--- src/rtl/prco_fetch.sv ---
// Instruction fetch sequencer: owns the PC, issues one-cycle fetch strobes to
// local memory, captures the returned word and hands it to decode.
module prco_fetch #(
    parameter logic [15:0] P_RESET_PC = 16'h0000,
    parameter int          P_PC_MAX   = 255,
    parameter int          P_TIMEOUT  = 4
) (
    input  logic        i_clk,
    input  logic        i_reset,
    input  logic        i_run,
    output logic        q_ce_fetch,
    output logic [15:0] q_mem_addr,
    input  logic        i_mem_ack,
    input  logic [15:0] i_mem_data,
    output logic        q_valid,
    output logic [15:0] q_instr,
    output logic [15:0] q_pc,
    input  logic        i_ce_next,
    input  logic        i_jmp_en,
    input  logic [15:0] i_jmp_addr,
    input  logic        i_halt,
    output logic        q_halted,
    output logic        q_fault
);

    // state   | meaning
    // S_IDLE  | waiting for i_run
    // S_REQ   | fetch strobe asserted for this cycle
    // S_WAIT  | waiting for memory ack, timeout running
    // S_ISSUE | instruction valid, waiting for i_ce_next
    // S_HALT  | halted by decode, leave when i_run drops
    // S_FAULT | sticky fault, reset only
    localparam logic [2:0] S_IDLE  = 3'd0;
    localparam logic [2:0] S_REQ   = 3'd1;
    localparam logic [2:0] S_WAIT  = 3'd2;
    localparam logic [2:0] S_ISSUE = 3'd3;
    localparam logic [2:0] S_HALT  = 3'd4;
    localparam logic [2:0] S_FAULT = 3'd5;

    localparam logic [15:0] PC_MAX  = 16'(P_PC_MAX);
    localparam logic [7:0]  TIMEOUT = 8'(P_TIMEOUT);

    logic [2:0]  state;
    logic [15:0] pc;
    logic [15:0] pc_inc;
    logic [7:0]  wait_cnt;

    assign pc_inc     = (pc == PC_MAX) ? 16'h0000 : pc + 16'h0001;
    assign q_ce_fetch = (state == S_REQ);
    assign q_mem_addr = pc;
    assign q_halted   = (state == S_HALT);
    assign q_fault    = (state == S_FAULT);

    always_ff @(posedge i_clk or posedge i_reset) begin
        if (i_reset) begin
            state    <= S_IDLE;
            pc       <= P_RESET_PC;
            wait_cnt <= 8'd0;
            q_valid  <= 1'b0;
            q_instr  <= 16'h0000;
            q_pc     <= 16'h0000;
        end else begin
            case (state)
                S_IDLE: begin
                    if (i_run)
                        state <= S_REQ;
                end
                S_REQ: begin
                    wait_cnt <= 8'd0;
                    state    <= S_WAIT;
                end
                S_WAIT: begin
                    if (i_mem_ack) begin
                        q_instr <= i_mem_data;
                        q_pc    <= pc;
                        q_valid <= 1'b1;
                        state   <= S_ISSUE;
                    end else begin
                        wait_cnt <= wait_cnt + 8'd1;
                        if (wait_cnt + 8'd1 >= TIMEOUT)
                            state <= S_FAULT;
                    end
                end
                S_ISSUE: begin
                    // halt outranks jump, jump outranks sequential increment
                    if (i_ce_next) begin
                        q_valid <= 1'b0;
                        if (i_halt) begin
                            state <= S_HALT;
                        end else if (i_jmp_en && (i_jmp_addr > PC_MAX)) begin
                            state <= S_FAULT;
                        end else begin
                            pc    <= i_jmp_en ? i_jmp_addr : pc_inc;
                            state <= i_run ? S_REQ : S_IDLE;
                        end
                    end
                end
                S_HALT: begin
                    if (!i_run)
                        state <= S_IDLE;
                end
                S_FAULT: begin
                    state <= S_FAULT;
                end
                default: begin
                    state <= S_IDLE;
                end
            endcase
        end
    end

endmodule

--- config.mk ---
export PLATFORM = sky130hd
export DESIGN_NAME = prco_fetch
export DESIGN_NICKNAME = d
export VERILOG_FILES = /design/src/rtl/prco_fetch.sv
export SDC_FILE = /design/constraint.sdc
export NUM_CORES = 1
export LEC_CHECK = 0
export CORE_ASPECT_RATIO = 1.5
export CORE_UTILIZATION = 45
export DETAILED_ROUTE_END_ITERATION = 7
export GPL_TIMING_DRIVEN = 0
export MAX_ROUTING_LAYER = met4
export PLACE_DENSITY = 0.77
export SKIP_LAST_GASP = 1
export SLEW_MARGIN = 0
export SYNTH_ARGS = -nofsm -noshare
export SYNTH_HDL_FRONTEND = slang
export SYNTH_SLANG_ARGS = --single-unit
--- constraint.sdc ---
create_clock -name i_clk -period 5.25 [get_ports i_clk]
set_clock_uncertainty 0.05 [all_clocks]
set_input_delay 1.05 -clock i_clk [delete_from_list [all_inputs] [get_ports i_clk]]
set_output_delay 1.05 -clock i_clk [all_outputs]
set_load 0.005 [all_outputs]
# ---- Word level (Yosys, flattened, before mapping)
# Cells that the tools add are included.
dict set report op_classes {
  order_cmp 2
  addsub 2
  n_eq_ne 12
  bitwise 2
  n_reduce_logical 9
  muxes 16
}
# operator count
set ops {}
lappend ops {{16-bit 2-to-1 mux} 2}
lappend ops {{3-bit 2-to-1 mux} 7}
lappend ops {{3-bit case mux with 6 select lines} 1}
lappend ops {{16-bit by 1-bit adder with 16-bit output (second input constant)} 1}
lappend ops {{16-bit by 8-bit equality test with 1-bit output (second input constant)} 1}
lappend ops {{16-bit by 8-bit > comparator with 1-bit output (second input constant)} 1}
lappend ops {{8-bit case mux with 2 select lines} 1}
lappend ops {{2-bit != test (second input constant)} 5}
lappend ops {{8-bit by 1-bit adder with 8-bit output (second input constant)} 1}
lappend ops {{8-bit by 3-bit >= comparator with 1-bit output (second input constant)} 1}
lappend ops {{8-bit 2-to-1 mux} 1}
lappend ops {{4-bit AND reduction} 2}
lappend ops {{3-bit by 2-bit equality test with 1-bit output (second input constant)} 2}
lappend ops {{3-bit equality test (second input constant)} 2}
lappend ops {{2-bit AND reduction} 2}
lappend ops {{2-bit nonzero test} 2}
lappend ops {{3-bit by 1-bit equality test with 1-bit output (second input constant)} 1}
lappend ops {{3-bit logical NOT} 1}
lappend ops {{1-bit 2-to-1 mux} 3}
lappend ops {{3-bit != test (second input constant)} 1}
lappend ops {{3-bit AND reduction} 1}
lappend ops {{1-bit inverter} 2}
lappend ops {{1-bit case mux with 2 select lines} 1}
lappend ops {{1-bit logical AND} 1}
dict set report totals {
  input_bits 39
  regBits 60
  output_inout_bits 52
  elab_cells 49
}

# ---- Depth between registers and ports, before layout
dict set report depth {
  word_depth 6
  ltp_mapped 8
  ltp_nobuf 6
}

# ---- Worst setup path after synthesis
# OpenSTA, ideal clock, no wires.
dict set report synth_timing {
  path_type {input -> register}
  from {in i_jmp_addr[10]}
  to {reg pc[8] (netlist: q_mem_addr[8])}
  n_path_buf 2
  path_slack_ps 2635
  cell_stages 7
  setup_time_ps 132
  required_ps 5068
  t_arrival_ps 2433
  cell_sequence {or4_1 -> o21ai_1 -> nand2b_1 -> buf_2 -> clkbuf_1 -> o21ai_0 -> o31ai_1}
}
dict set report synth_via {
  elab_chain_cells 4
}
# item line_no
set synth_rtl {}
lappend synth_rtl {{start: declaration} 20} ;# input logic [15:0] i_jmp_addr,
lappend synth_rtl {{16-bit by 8-bit > comparator with 1-bit output} 90} ;# end else if (i_jmp_en && (i_jmp_addr > PC_MAX)) begin
lappend synth_rtl {{1-bit logical AND} 90}
lappend synth_rtl {{1-bit inverter (no line)} n/a}
lappend synth_rtl {{4-bit AND reduction (no line)} n/a}
lappend synth_rtl {{end signal: assignment} 93} ;# pc <= i_jmp_en ? i_jmp_addr : pc_inc;
lappend synth_rtl {{end: declaration} 44} ;# logic [15:0] pc;
# No other way between the ends.
# A chain may end at the register's enable or synchronous reset.

# ---- Final worst setup path
dict set report layout_timing {
  from {in i_jmp_addr[10]}
  to {reg pc[9] (netlist: q_mem_addr[9])}
}
# Same word-level chain as after synthesis.

==> flow_metrics.py <==
metrics = {
    "die": {
        "die-area_mm2": 0.007025,
        "rows": 36,
        "initial_core_util_pct": 46.39,
        "die_x_um": 68.77,
        "die_h_um": 102.2,
        "io_pins": 91,
        "core_mm2": 0.006486,
    },
    "route": {
        "firstDrtPassIters": 4,
        "wirelength_um": 7315,
        "vias_per_cell": 5.632,
        "drc_errors": 0,
        "ant_nets": 0,
        "vias": 2681,
        "wl_per_cell_um": 15.37,
        "initialDrtViolationCount": 197,
    },
    "logic_synthesis": {
        "ys_types": 49,
        "synth_area_mm2": 0.003009,
        "yosys_warnings": 0,
        "syn_area_per_cell_um2": 10.27,
        "synth_cells": 293,
        "ys.flop_type": "dfrtp_1",
        "synth_seq_cells": 60,
        "synth_nets": 335,
        "synth-edff-count": 0,
        "ys_seq_area_share_pct": 49.90,
        "async_flop_share_pct": 100.0,
    },
    "placement": {
        "place_congestion": 0.9534,
        "dpl.hpwl_um": 5388,
        "numPortBuffers": 90,
        "dp.cells": 460,
    },
    "setup_path": {
        "critPathSlowestCell": "or4_1",
        "ff2ff_setup_slack_ps": 2970,
        "path_cells": "clkdlybuf4s50_1 -> or4_1 -> o21ai_1 -> nand2b_1 -> buf_2 -> clkbuf_1 -> o21ai_0 -> o31ai_1",
        "critPathTopFamily": "buffers and inverters",
        "reg2reg_depth": 8,
        "worst-path-buf-inv": 3,
        "worstReg2RegStart": "state[2]",
        "cp_max_fo": 10,
        "cp-end-kind": "flip-flop",
        "worstSetupStartpointType": "input pin",
        "critPathArrivalTime_ps": 3250,
        "r2r_end": "q_mem_addr[9]",
        "critical_path_class": "in2reg",
        "cp.required_ps": 5410,
        "cpPeakStageDelay_ps": 580,
    },
    "power_and_ir_drop": {
        "power_mw": 1.709,
        "pwr_density_cell_mw_per_mm2": 407.6,
        "irDropWorstVdd_mv": 0.2409,
        "switching_share_pct": 32.10,
        "comb_power_share_pct": 38.0,
        "leakage_nw": 1.709,
        "p_sw_mw": 0.5487,
        "pwr-share-seq_pct": 41.2,
        "intPower_mw": 1.160,
        "clockPowerShare_pct": 20.9,
    },
    "timing": {
        "slew_headroom_pct": 55.94,
        "report.final.setup_viol": 0,
        "hold_viol": 0,
        "slew_viol_final": 0,
        "max_clock_freq_mhz": 324.1,
        "fin_tns_setup_ps": 0,
        "timing.final.crit_period_ps": 3085,
        "rsz0062_at_grt": "false",
        "holdWs_ps": 455.5,
        "worst_slew_pin_slew_ps": 654.9,
        "post-route-period-util_pct": 58.77,
    },
    "clocking": {
        "clkTransAtPathRegs_ps": 70,
        "h-tree-depth": 3,
        "clk_latency_ps": 340,
        "cts_buffers": 9,
        "cts.repair.resized": 0,
        "cts_num_sinks": 60,
        "ctsRootBufferMaster": "clkbuf_8",
        "postCtsSetupBuffers": 0,
        "cts_tree": "built",
        "clock_path_buffers": 2,
        "postCtsHoldBufs": 0,
    },
    "global_routing": {
        "grt_pass1_wl_um": 12080,
        "gr-total-overflow": 0,
        "antenna_found_initial": 0,
        "grt_max_degree": 35,
        "grt_pass1_vias": 2518,
        "grt_usage_pct": 24.14,
    },
    "layout": {
        "drive_gt1_share_pct": 15.50,
        "num-nets-final": 437,
        "syn2layout_area_growth_pct": 39.33,
        "n_antenna_cell": 0,
        "final_util_pct": 64.64,
        "fillers": 551,
        "final_cells": 476,
    },
    "hold_path": {
        "holdPathStages": 1,
        "min_path_type": "reg2reg",
        "hp-start": "q_instr[3]",
        "min_to": "q_instr[3]",
    },
    "run": {
        "drv_cap": 0,
    },
    "outcome": {
        "outcome": "complete, no violations",
    },
}
cells by family after synthesis:
| logic type | after synthesis | share of synthesized area [%] |
|---|---|---|
| muxes | 33 | 12.31 |
| AOI/OAI and AO/OA | 72 | 15.22 |
| xor gates and xnor gates | 3 | 0.8733 |
| and+or+nand+nor | 98 | 17.26 |
| adders and majority gates | 3 | 1.248 |
| DFF | 60 | 49.90 |
| buffers and inverters | 24 | 3.202 |
worst max path at each step:
stage,from,to,slack [ps],cells after the start
2_1_floorplan,i_jmp_addr[10],q_mem_addr[8],2630,7
3_3_place_gp,i_reset,wait_cnt[4],1560,2
3_5_place_dp,i_jmp_addr[10],q_mem_addr[11],1830,8
4_1_cts,i_jmp_addr[10],q_mem_addr[11],2180,8
5_1_grt,i_jmp_addr[10],q_mem_addr[8],2020,8
6_report,i_jmp_addr[10],q_mem_addr[9],2160,8
sequential cells by signal, indices dropped and copies added (netlist names):
signal	flops
q_instr	16
q_mem_addr	16
q_pc	16
q_valid	1
state	3
wait_cnt	8
placed cells by master (no fill, tap or decap), types with 4 or more instances in the layout:
cell type,n
a21oi_1,12
clkbuf_1,12
clkbuf_8,9
clkdlybuf4s50_1,90
clkinv_2,4
dfrtp_1,60
inv_1,7
mux2_2,32
nand2_1,18
nand2b_1,7
nand3_1,10
nand4_1,6
nor2_1,23
nor3_1,10
o21ai_0,28
o31ai_1,8
stage by stage:
step	setup WS, ps	area (µm²)
after global placement	1564	4005
after global routing	2019	4193
after detailed placement	1830	4025
after CTS	2176	4193
after floorplan	2635	3009
final	2165	4193
cells in the mapped netlist (2+ instances only):
cell type,number,area (µm²)
nand4_1,6,37.54
a31oi_1,3,18.77
a311oi_1,3,26.28
a221oi_2,2,30.03
or4_1,2,15.01
o22ai_1,3,18.77
nor3_1,10,50.05
inv_1,8,30.03
or2_2,2,12.51
clkbuf_1,12,45.04
and3_1,3,18.77
and2_1,3,18.77
nand2b_1,7,43.79
nor3b_1,3,22.52
mux2_2,32,360.4
a21oi_1,12,60.06
nand2_1,18,67.56
dfrtp_1,60,1501
o21ai_0,28,140.1
nor4_1,2,12.51
nor2_1,23,86.33
xor2_1,2,17.52
o31ai_1,8,60.06
or3_1,2,12.51
nand3_1,10,50.05
o21ai_1,3,15.01
buf_2,2,10.01
ha_1,3,37.54
layout make-up:
type	count	area [µm²]	share of cell area, %
Sequential cell	60	1501	35.81
Multi-Input combinational cell	209	1411	33.66
Timing Repair Buffer	91	920.9	21.96
Clock buffer	9	123.9	2.954
Tap cell	76	95.09	2.268
Buffer	16	66.31	1.582
Clock inverter	7	43.79	1.044
Inverter	8	30.03	0.7162
metal layers:
layer,global-route usage (%),vias up,wire [µm]
li1,-,1282,-
met1,27.83,1293,2918
met2,39.29,100,3875
met3,6.585,6,468
met4,9.262,0,53
met5,-,-,0
power by group through the flow:
stage / Sequential [mW] / Clock, mW / Combinational (mW)
floorplan: 0.702 / 0 / 0.301
global placement: 0.706 / 0 / 0.642
detailed placement: 0.712 / 0 / 0.655
CTS: 0.703 / 0.366 / 0.657
global route: 0.725 / 0.386 / 0.717
finish: 0.703 / 0.356 / 0.649
worst reg2reg max path: stages, from the launching register on:
cell      delay, ps
dfrtp_1         350
buf_2           170
nand2b_1        200
or3_1           410
nand2b_1        160
buf_2           190
clkbuf_1        270
o21ai_0         250
o31ai_1          90
(Power assumes the default switching activity.)
